--- config.mk ---
export PLATFORM = sky130hd
export DESIGN_NAME = uart_baud_gen_flat
export DESIGN_NICKNAME = d
export VERILOG_FILES = /design/src/rtl/uart_baud_gen_if.sv /design/src/rtl/uart_baud_gen.sv /design/src/flat_wrapper.sv
export SDC_FILE = /design/constraint.sdc
export NUM_CORES = 1
export LEC_CHECK = 0
export CAP_MARGIN = 20
export CORE_ASPECT_RATIO = 1.75
export CORE_MARGIN = 1
export CORE_UTILIZATION = 25
export DETAILED_ROUTE_END_ITERATION = 12
export PLACE_DENSITY = 0.38
export SETUP_SLACK_MARGIN = 0.2
export SYNTH_ARGS = -nofsm -noshare
export SYNTH_HDL_FRONTEND = slang
export SYNTH_SLANG_ARGS = --single-unit
--- constraint.sdc ---
create_clock -name clk -period 4.6 [get_ports clk]
set_clock_uncertainty 0.2 [all_clocks]
set_input_delay 1.15 -clock clk [delete_from_list [all_inputs] [get_ports clk]]
set_output_delay 1.15 -clock clk [all_outputs]
set_load 0.02 [all_outputs]
--- src/rtl/uart_baud_gen_if.sv ---
// Configuration and TX/RX timing signals exchanged between the UART
// register file / shift engines (master) and the baud generator (slave).
interface uart_baud_gen_if #(
  parameter int DIV_WIDTH = 16
);
  logic                 cfg_div_we;
  logic [DIV_WIDTH-1:0] cfg_div;
  logic                 cfg_err;
  logic [DIV_WIDTH-1:0] div_q;
  logic                 tx_start;
  logic                 tx_done;
  logic                 tx_busy;
  logic                 tx_tick;
  logic                 rx_start;
  logic                 rx_done;
  logic                 rx_busy;
  logic                 rx_os_tick;
  logic                 rx_mid_tick;

  modport master (
    output cfg_div_we, cfg_div, tx_start, tx_done, rx_start, rx_done,
    input  cfg_err, div_q, tx_busy, tx_tick, rx_busy, rx_os_tick, rx_mid_tick
  );

  modport slave (
    input  cfg_div_we, cfg_div, tx_start, tx_done, rx_start, rx_done,
    output cfg_err, div_q, tx_busy, tx_tick, rx_busy, rx_os_tick, rx_mid_tick
  );
endinterface

--- src/rtl/uart_baud_gen.sv ---
// Runtime-programmable UART baud generator with independent TX and RX
// channels. TX produces one strobe per bit; RX produces an oversample
// strobe plus a strobe at the centre of each bit.
module uart_baud_gen #(
  parameter int CLK_FRE    = 50_000_000,
  parameter int BAUD_RATE  = 9600,
  parameter int OVERSAMPLE = 16,
  parameter int DIV_WIDTH  = 16
) (
  input  logic            clk,
  input  logic            rst,
  uart_baud_gen_if.slave  bus
);

  localparam int                   DIV_RST_INT = CLK_FRE / BAUD_RATE;
  localparam logic [DIV_WIDTH-1:0] DIV_RST     = DIV_WIDTH'(DIV_RST_INT);
  localparam logic [DIV_WIDTH-1:0] DIV_MIN     = DIV_WIDTH'(4);
  localparam int                   OS_SHIFT    = (OVERSAMPLE == 16) ? 4 :
                                                 (OVERSAMPLE == 8)  ? 3 : 2;

  typedef enum logic {
    IDLE = 1'b0,
    RUN  = 1'b1
  } state_t;

  state_t               r_tx_state;
  state_t               w_tx_state_next;
  state_t               r_rx_state;
  state_t               w_rx_state_next;

  logic [DIV_WIDTH-1:0] r_div;
  logic                 r_cfg_err;
  logic [DIV_WIDTH-1:0] r_tx_cnt;
  logic                 r_tx_tick;
  logic [DIV_WIDTH-1:0] r_rx_cnt;
  logic                 r_rx_mid_tick;
  logic [DIV_WIDTH-1:0] r_os_cnt;
  logic                 r_os_hit;
  logic                 r_os_tick;

  logic                 w_tx_run;
  logic                 w_rx_run;
  logic                 w_tx_count;
  logic                 w_rx_count;
  logic [DIV_WIDTH-1:0] w_div_last;
  logic [DIV_WIDTH-1:0] w_div_half;
  logic [DIV_WIDTH-1:0] w_div_clamped;
  logic [DIV_WIDTH-1:0] w_os_raw;
  logic [DIV_WIDTH-1:0] w_os_last;

  assign w_tx_run      = (r_tx_state == RUN);
  assign w_rx_run      = (r_rx_state == RUN);
  // A counter advances only while it stays in RUN; the edge that leaves
  // RUN zeroes it so the next frame always starts from a clean phase.
  assign w_tx_count    = w_tx_run && (w_tx_state_next == RUN);
  assign w_rx_count    = w_rx_run && (w_rx_state_next == RUN);
  assign w_div_last    = r_div - DIV_WIDTH'(1);
  assign w_div_half    = r_div >> 1;
  assign w_div_clamped = (bus.cfg_div < DIV_MIN) ? DIV_MIN : bus.cfg_div;
  assign w_os_raw      = r_div >> OS_SHIFT;
  assign w_os_last     = (w_os_raw == '0) ? '0 : (w_os_raw - DIV_WIDTH'(1));

  assign bus.div_q       = r_div;
  assign bus.cfg_err     = r_cfg_err;
  assign bus.tx_busy     = w_tx_run;
  assign bus.rx_busy     = w_rx_run;
  assign bus.tx_tick     = r_tx_tick;
  assign bus.rx_mid_tick = r_rx_mid_tick;
  assign bus.rx_os_tick  = r_os_tick;

  // Channel state registers; reset aborts any frame in progress.
  always_ff @(posedge clk) begin
    if (rst) begin
      r_tx_state <= IDLE;
      r_rx_state <= IDLE;
    end else begin
      r_tx_state <= w_tx_state_next;
      r_rx_state <= w_rx_state_next;
    end
  end

  // TX next state: in RUN done has priority, in IDLE start has priority.
  always_comb begin
    w_tx_state_next = r_tx_state;
    case (r_tx_state)
      IDLE:    if (bus.tx_start) w_tx_state_next = RUN;
      RUN:     if (bus.tx_done)  w_tx_state_next = IDLE;
      default: w_tx_state_next = IDLE;
    endcase
  end

  // RX next state, same priority rules as TX.
  always_comb begin
    w_rx_state_next = r_rx_state;
    case (r_rx_state)
      IDLE:    if (bus.rx_start) w_rx_state_next = RUN;
      RUN:     if (bus.rx_done)  w_rx_state_next = IDLE;
      default: w_rx_state_next = IDLE;
    endcase
  end

  // Divisor register: writes land only while both channels are idle,
  // otherwise the attempt is dropped and remembered in the sticky error.
  always_ff @(posedge clk) begin
    if (rst) begin
      r_div     <= DIV_RST;
      r_cfg_err <= 1'b0;
    end else if (bus.cfg_div_we) begin
      if (!w_tx_run && !w_rx_run) begin
        r_div <= w_div_clamped;
      end else begin
        r_cfg_err <= 1'b1;
      end
    end
  end

  // TX bit counter and its strobe, which fires when the count reaches 1.
  always_ff @(posedge clk) begin
    if (rst) begin
      r_tx_cnt  <= '0;
      r_tx_tick <= 1'b0;
    end else begin
      if (!w_tx_count || (r_tx_cnt == w_div_last)) begin
        r_tx_cnt <= '0;
      end else begin
        r_tx_cnt <= r_tx_cnt + DIV_WIDTH'(1);
      end
      r_tx_tick <= w_tx_run && (r_tx_cnt == DIV_WIDTH'(1));
    end
  end

  // RX bit counter and the strobe at the middle of each bit.
  always_ff @(posedge clk) begin
    if (rst) begin
      r_rx_cnt      <= '0;
      r_rx_mid_tick <= 1'b0;
    end else begin
      if (!w_rx_count || (r_rx_cnt == w_div_last)) begin
        r_rx_cnt <= '0;
      end else begin
        r_rx_cnt <= r_rx_cnt + DIV_WIDTH'(1);
      end
      r_rx_mid_tick <= w_rx_run && (r_rx_cnt == w_div_half);
    end
  end

  // RX oversample counter; the hit is staged once more so the first
  // strobe lands two cycles after start, and gated so it dies with RUN.
  always_ff @(posedge clk) begin
    if (rst) begin
      r_os_cnt  <= '0;
      r_os_hit  <= 1'b0;
      r_os_tick <= 1'b0;
    end else begin
      if (!w_rx_count || (r_os_cnt >= w_os_last)) begin
        r_os_cnt <= '0;
      end else begin
        r_os_cnt <= r_os_cnt + DIV_WIDTH'(1);
      end
      r_os_hit  <= w_rx_run && (r_os_cnt == '0);
      r_os_tick <= r_os_hit && w_rx_run;
    end
  end

endmodule

--- src/flat_wrapper.sv ---
// flat-port wrapper written by rule: the top's interface ports become plain ports
module uart_baud_gen_flat 
#(
  parameter int CLK_FRE    = 50_000_000,
  parameter int BAUD_RATE  = 9600,
  parameter int OVERSAMPLE = 16,
  parameter int DIV_WIDTH  = 16
)
  (clk, rst, bus_cfg_div_we, bus_cfg_div, bus_tx_start, bus_tx_done, bus_rx_start, bus_rx_done, bus_cfg_err, bus_div_q, bus_tx_busy, bus_tx_tick, bus_rx_busy, bus_rx_os_tick, bus_rx_mid_tick);
  uart_baud_gen_if #(.DIV_WIDTH(DIV_WIDTH)) bus_i ();
  input  logic clk;
  input  logic rst;
  input wire logic [$bits(bus_i.cfg_div_we)-1:0] bus_cfg_div_we;
  input wire logic [$bits(bus_i.cfg_div)-1:0] bus_cfg_div;
  input wire logic [$bits(bus_i.tx_start)-1:0] bus_tx_start;
  input wire logic [$bits(bus_i.tx_done)-1:0] bus_tx_done;
  input wire logic [$bits(bus_i.rx_start)-1:0] bus_rx_start;
  input wire logic [$bits(bus_i.rx_done)-1:0] bus_rx_done;
  output wire logic [$bits(bus_i.cfg_err)-1:0] bus_cfg_err;
  output wire logic [$bits(bus_i.div_q)-1:0] bus_div_q;
  output wire logic [$bits(bus_i.tx_busy)-1:0] bus_tx_busy;
  output wire logic [$bits(bus_i.tx_tick)-1:0] bus_tx_tick;
  output wire logic [$bits(bus_i.rx_busy)-1:0] bus_rx_busy;
  output wire logic [$bits(bus_i.rx_os_tick)-1:0] bus_rx_os_tick;
  output wire logic [$bits(bus_i.rx_mid_tick)-1:0] bus_rx_mid_tick;
  assign bus_i.cfg_div_we = bus_cfg_div_we;
  assign bus_i.cfg_div = bus_cfg_div;
  assign bus_i.tx_start = bus_tx_start;
  assign bus_i.tx_done = bus_tx_done;
  assign bus_i.rx_start = bus_rx_start;
  assign bus_i.rx_done = bus_rx_done;
  assign bus_cfg_err = bus_i.cfg_err;
  assign bus_div_q = bus_i.div_q;
  assign bus_tx_busy = bus_i.tx_busy;
  assign bus_tx_tick = bus_i.tx_tick;
  assign bus_rx_busy = bus_i.rx_busy;
  assign bus_rx_os_tick = bus_i.rx_os_tick;
  assign bus_rx_mid_tick = bus_i.rx_mid_tick;
  uart_baud_gen #(.CLK_FRE(CLK_FRE), .BAUD_RATE(BAUD_RATE), .OVERSAMPLE(OVERSAMPLE), .DIV_WIDTH(DIV_WIDTH)) u_core (.clk(clk), .rst(rst), .bus(bus_i));
endmodule
==> flow_summary.yaml, run 1 <==
cells_and_area:
  layout-drive-gt1-share: 0.0682
  nets: 644
  final_util: 0.307
  diodes: 0
  area_growth_pct: 20.6
cts:
  clockBufferDepth: 2
  htreeDepth: 3
  clk_pin_slew_worst_paths_ns: 0.06
  cts-buffers-inserted: 9
  cts_resized: 0
  cts_setup_buffers: 0
  cts.sinks: 71
  cts_tree: "yes"
  cts_hold_buf: 0
  clockRootBuffer: "clkbuf_16"
  worstSkewPairLatency_ns: 0.34
routing:
  via_per_inst: 4.73
  drc: 0
  first_pass_iters: 4
  postRouteAntennaNets: 0
  drtIter0Drc: 178
  routed_wl_um: 14500
  num_vias: 3951
  avgRoutedWirePerCell_um: 17.3
sta:
  max_slew_margin: 0.363
  tightest_slew_ns: 0.947
  period_share: 0.865
  rsz0062_at_grt: "no"
  fin_crit_ns: 3.98
  fin_setup_tns_ns: 0
  final-setup-viol-count: 0
  final_max_slew_viol_count: 0
  fmax_mhz: 251
  finalHoldViolCount: 0
  holdWs_ns: 0.228
power:
  cellPowerDensity_nw_per_um2: 278
  total_power_uw: 1540
  peakVddDrop_uv: 157
  power.leakage_uw: 0.00199
floorplanning:
  ios: 45
  die_h_um: 181
  row_count: 65
  dieWidth_um: 105
  core_area_um2: 18100
  die_area_um2: 19000
  initial_core_util: 0.255
synth:
  syn_avg_cell_area_um2: 8.11
  ys_seq_area_frac: 0.309
  syn_inst: 567
  async_reset_ff_frac: 0
  ys.flop_type: "dfxtp_1"
  syn_nets: 614
  netlist_area_um2: 4600
  synth-seq-cells: 71
  ys.warnings.count: 0
  synth.distinct_cells: 49
  synth-edff-count: 0
global_routing:
  overflow: 0
  antenna_found_initial: 0
  grt_start_max_net_pins: 24
  grt_pass1_vias: 4010
  grt_pass1_wl_um: 22900
  grt_usage: 0.160
worst_setup_path:
  reg2reg_from: "u_core.bus.div_q[1]"
  r2r_cells: 11
  required_ns: 4.63
  critPathCaptureType: "flop"
  endpoint: "u_core.r_tx_cnt[11]"
  r2r-end: "u_core.r_tx_cnt[11]"
  cp.arrival_ns: 4.01
  critical_path_depth: 11
  crit_buf_inv: 3
  ff2ff_setup_slack_ns: 0.62
  critical_path.max_fanout: 16
  worst_setup_path_start_kind: "flop"
  cp_top_family: "simple AND/OR/NAND/NOR gates"
  setup.worst_path.start: "u_core.bus.div_q[1]"
  crit_chain: "inv_1 > ha_1 > or3b_2 > a2111oi_0 > buf_4 > xnor2_1 > o21ai_0 > or4_4 > o41ai_4 > buf_4 > nor2_1"
  path_class: "flop to flop"
  critPathSlowestCell: "a2111oi_0"
  cpMostUsedCell: "buf_4"
  cpPeakStageDelay_ns: 0.68
worst_hold_path:
  min_path_type: "flop to flop"
run_status:
  status: "complete, no violations"
flow_run:
  cap_violations: 0
place:
  port_buffers: 44
  place_hpwl_um: 11400
  place.gp.congestion: 0.852
-- how the worst min path moves through the flow --
stage               cells past startpoint       startpoint                    end  slack [ns]
floorplan                               1  u_core.r_os_hit  u_core.bus.rx_os_tick        0.21
global placement                        1  u_core.r_os_hit  u_core.bus.rx_os_tick        0.21
detailed placement                      1  u_core.r_os_hit  u_core.bus.rx_os_tick        0.22
CTS                                     1  u_core.r_os_hit  u_core.bus.rx_os_tick        0.23
global route                            1  u_core.r_os_hit  u_core.bus.rx_os_tick        0.26
finish                                  1  u_core.r_os_hit  u_core.bus.rx_os_tick        0.23
-- metal layers --
metal  vias up  track usage  share of wire
li1       1995            -              -
met5         -            0              0
met1      1879        0.162           0.39
met4         0       0.0714          0.024
met2        60        0.315           0.57
met3        17       0.0248          0.020
-- cells in the final DEF (no fill, tap or decap), types with 5 or more instances in the layout --
cell type / synthesis / routed
dfxtp_1: 71 / 71
nand2_1: 61 / 61
nor2_1: 58 / 58
xnor2_1: 55 / 55
xor2_1: 51 / 51
clkdlybuf4s50_1: 0 / 44
ha_1: 24 / 24
nor3_1: 23 / 23
nand3_1: 21 / 21
a21oi_1: 19 / 19
nand4_1: 18 / 18
inv_1: 18 / 18
nor4_1: 19 / 18
buf_4: 0 / 14
and3_1: 10 / 10
clkbuf_16: 0 / 9
o21ai_0: 7 / 7
a31oi_1: 6 / 6
nand3b_1: 5 / 5
a21o_1: 5 / 5
-- power breakdown --
part | internal [µW] | switching (µW) | total (µW) | leakage, µW
Combinational | 111 | 128 | 239 | 0.00128
Sequential | 628 | 29.1 | 658 | 0.000576
Clock | 376 | 272 | 648 | 0.000131
-- final cells by class --
cell class	instances	area, µm²
Tap cell	234	293
Clock buffer	10	239
Clock inverter	5	33.8
Inverter	18	67.6
Sequential cell	71	1420
Fill cell	1972	12500
Multi-Input combinational cell	439	2950
Timing Repair Buffer	58	546
-- kinds of logic (layout without fill, tap and decap cells) --
kind of cell,after synthesis,in the layout,synth area share
flops,71,71,0.309
buf+inv,57,91,0.0514
xor+xnor,108,108,0.212
fa+ha+maj,24,24,0.0653
simple gates,245,245,0.269
compound gates,58,58,0.0849
mux,4,4,0.00871
-- worst reg2reg max path, cell delays in order (launching register included) --
cell and delay (ns):
dfxtp_1 0.42, inv_1 0.10, ha_1 0.29, or3b_2 0.56, a2111oi_0 0.68, buf_4 0.25, xnor2_1 0.14, o21ai_0 0.16
or4_4 0.51, o41ai_4 0.20, buf_4 0.26, nor2_1 0.08
-- stage by stage --
stage / setup WS (ns) / instance area (µm²) / std cells
6_report: 0.622 / 5550 / 835
5_1_grt: 0.491 / 5550 / 835
4_1_cts: 0.631 / 5550 / 835
3_5_place_dp: 0.656 / 5280 / 820
3_3_place_gp: 0.636 / 5280 / 820
2_1_floorplan: 0.795 / 4600 / 567
-- cells in the mapped netlist (2+ instances only) --
library cell,count,area share
nor4_1,19,0.026
or4_4,3,0.0073
dfxtp_1,71,0.31
and2_1,3,0.0041
a21oi_1,19,0.021
xor2_1,51,0.097
nor2b_1,3,0.0041
a211o_1,2,0.0038
clkbuf_1,35,0.029
buf_6,3,0.0073
xnor3_1,2,0.0098
nand2_1,61,0.050
nand3_1,21,0.023
nand2b_1,4,0.0054
a21o_1,5,0.0082
or2_2,3,0.0041
inv_1,18,0.015
a22oi_1,2,0.0033
or3b_2,2,0.0038
ha_1,24,0.065
nand3b_1,5,0.0082
and4_1,2,0.0038
o21ai_0,7,0.0076
or4_1,2,0.0033
o211ai_1,2,0.0033
nor3_1,23,0.025
nor2_1,58,0.047
a31oi_1,6,0.0082
mux2i_1,4,0.0087
xnor2_1,55,0.10
and3_1,10,0.014
nand4_1,18,0.024
a211oi_1,4,0.0065
o21a_1,2,0.0033
nor4b_1,3,0.0057
nor3b_1,2,0.0033
-- sequential cells by signal, indices dropped and copies added (netlist names) --
register / flops
u_core.bus.rx_mid_tick: 1
u_core.bus.div_q: 16
u_core.r_os_cnt: 16
u_core.bus.tx_busy: 1
u_core.bus.cfg_err: 1
u_core.r_tx_cnt: 16
u_core.bus.rx_busy: 1
u_core.r_os_hit: 1
u_core.bus.rx_os_tick: 1
u_core.r_rx_cnt: 16
u_core.bus.tx_tick: 1
Note: power is estimated with default switching activity, not from simulation.
==> run 2, diff against run 1 <==
--- a/config.mk
+++ b/config.mk
@@ -5,6 +5,7 @@
 export SDC_FILE = /design/constraint.sdc
 export NUM_CORES = 1
 export LEC_CHECK = 0
+export ABC_AREA = 1
 export CAP_MARGIN = 20
 export CORE_ASPECT_RATIO = 1.75
 export CORE_MARGIN = 1
==> run 2 against run 1 <==
Count of clock-buffer cells in the layout grew 2; synthesized cell count grew 30%; combinational power grew 36%; worst hold slack lost 0.0085 ns; clock power shrank 2%; global-route usage grew 4.5 points; design area grew 4.1%; die area grew 4.3%; via count grew 27%; critical path type unchanged; largest power group unchanged; highest routed layer unchanged.
==> flow_summary.yaml, run 2 <==
synth:
  syn_nets: 785
  ys.warnings.count: 0
  synth.distinct_cells: 34
  synth_top_area_cell: "dfxtp_1"
  synth_commonest_cells: "178 x nand2_1, 100 x nor2_1, 99 x nand3_1"
  async_reset_ff_frac: 0
  syn_avg_cell_area_um2: 6.51
  synth.top_cell.area_share: 0.296
  ys.flop_type: "dfxtp_1"
  synth-seq-cells: 71
  netlist_area_um2: 4800
  post-synth-top-count-cell: "nand2_1"
  synth-edff-count: 0
  synth_area_leaders: "dfxtp_1 30%, nand2_1 14%, nand3_1 10%"
  syn_inst: 738
  ys_seq_area_frac: 0.296
cts:
  cts_hold_buf: 0
  clk_pin_slew_worst_paths_ns: 0.07
  cts_tree: "yes"
  worstSkewPairLatency_ns: 0.35
  cts.sinks: 71
  cts_setup_buffers: 0
  clockBufferDepth: 2
  htreeDepth: 3
  cts_resized: 0
  clockRootBuffer: "clkbuf_16"
  cts-buffers-inserted: 9
worst_setup_path:
  critPathCaptureType: "flop"
  path_class: "flop to flop"
  cpPeakStageDelay_ns: 0.56
  cpMostUsedCell: "a21oi_1"
  worst_setup_path_start_kind: "flop"
  crit_chain: "clkinv_1 > ha_1 > inv_1 > nor2_1 > nand2_1 > nor2_1 > a21oi_1 > o21ai_0 > ha_1 > a21oi_1 > o21ai_0 > nand2_1 > nand3_1 > a21oi_1 > nand4_1 > a21oi_1"
  cp.arrival_ns: 3.87
  critPathSlowestCell: "nand4_1"
  critical_path.max_fanout: 16
  required_ns: 4.67
power:
  total_power_uw: 1620
  peakVddDrop_uv: 165
  cellPowerDensity_nw_per_um2: 281
  power.leakage_uw: 0.00228
cells_and_area:
  final_common_cell: "nand2_1"
  layout-drive-gt1-share: 0.0480
  fin_cells: 1030
  area_growth_pct: 20.3
  nets: 834
  diodes: 0
  final_cell_area_um2: 5780
  fillers: 2110
  final_cell_mix: "178 x nand2_1, 100 x nor2_1, 99 x nand3_1"
routing:
  via_per_inst: 4.89
  routed_wl_um: 18900
  num_vias: 5034
  avgRoutedWirePerCell_um: 18.3
  postRouteAntennaNets: 0
  drtIter0Drc: 220
  drc: 0
  first_pass_iters: 4
floorplanning:
  dieWidth_um: 107
  die_h_um: 185
  row_count: 66
  initial_core_util: 0.257
  die_area_um2: 19800
  core_area_um2: 18700
  ios: 45
place:
  place_area_um2: 5520
  place.gp.congestion: 0.902
  pre_cts_ws_ns: 0.794
  dp_cells: 1014
  port_buffers: 44
  place_hpwl_um: 15600
global_routing:
  grt_start_max_net_pins: 24
  grt_pass1_wl_um: 29500
  grt_pass1_vias: 5173
  overflow: 0
  grt_usage: 0.205
  antenna_found_initial: 0
sta:
  final-setup-viol-count: 0
  final_max_slew_viol_count: 0
  rsz0062_at_grt: "no"
  fin_crit_ns: 3.80
  fin_setup_tns_ns: 0
  setup_ws_ns: 0.799
  period_share: 0.826
  max_slew_margin: 0.473
  fmax_mhz: 263
  finalHoldViolCount: 0
  tightest_slew_ns: 0.789
run_status:
  status: "complete, no violations"
worst_hold_path:
  min_path_type: "flop to flop"
flow_run:
  cap_violations: 0
run 2: final cells by class:
| type | instances | area, µm² | share of cell area |
|---|---|---|---|
| inverter | 92 | 345 | 0.0598 |
| sequential | 71 | 1420 | 0.246 |
| clock buffer | 12 | 236 | 0.0409 |
| timing repair buffer | 50 | 485 | 0.0841 |
| tap | 238 | 298 | 0.0516 |
| clock inverter | 4 | 22.5 | 0.00390 |
| multi-input combinational | 563 | 2970 | 0.514 |
run 2: worst paths after layout:
| kind | from | to | slack, ns | cells past startpoint |
|---|---|---|---|---|
| max | u_core.bus.div_q[4] | u_core.r_os_cnt[5] | 0.80 | 16 |
| min | u_core.r_os_hit | u_core.bus.rx_os_tick | 0.22 | 2 |
| max reg2reg | u_core.bus.div_q[4] | u_core.r_os_cnt[5] | 0.80 | 16 |
| min reg2reg | u_core.r_os_hit | u_core.bus.rx_os_tick | 0.22 | 2 |
run 2: worst max-delay path: cells and delay by family, from the launching register on:
kind	cells	cell delay, ns
buf+inv	2	0.41
simple gates	6	0.91
compound gates	6	1.02
flops	1	0.52
fa+ha+maj	2	0.66
run 2: metrics by stage:
step	hold slack, ns	utilization
3_5_place_dp	0.217	0.296
6_report	0.219	0.309
5_1_grt	0.256	0.309
4_1_cts	0.224	0.309
3_3_place_gp	0.219	0.296
2_1_floorplan	0.204	-
run 2: logic make-up after synthesis:
kind of cell / share of synthesized area
simple gates: 0.410
buf+inv: 0.0862
flops: 0.296
xor+xnor: 0.0766
fa+ha+maj: 0.0625
compound gates: 0.0688
run 2: routing by layer:
| layer | track usage | routed length, µm | vias up |
|---|---|---|---|
| met5 | 0 | 0 | - |
| met4 | 0.139 | 1270 | 0 |
| met3 | 0.0306 | 646 | 50 |
| met2 | 0.388 | 10100 | 127 |
| met1 | 0.202 | 6800 | 2344 |
| li1 | - | - | 2513 |
run 2: report_power, final:
| part | internal (µW) | switching (µW) | total (µW) |
|---|---|---|---|
| registers | 632 | 34.8 | 667 |
| clock network | 362 | 271 | 633 |
| logic | 118 | 206 | 324 |
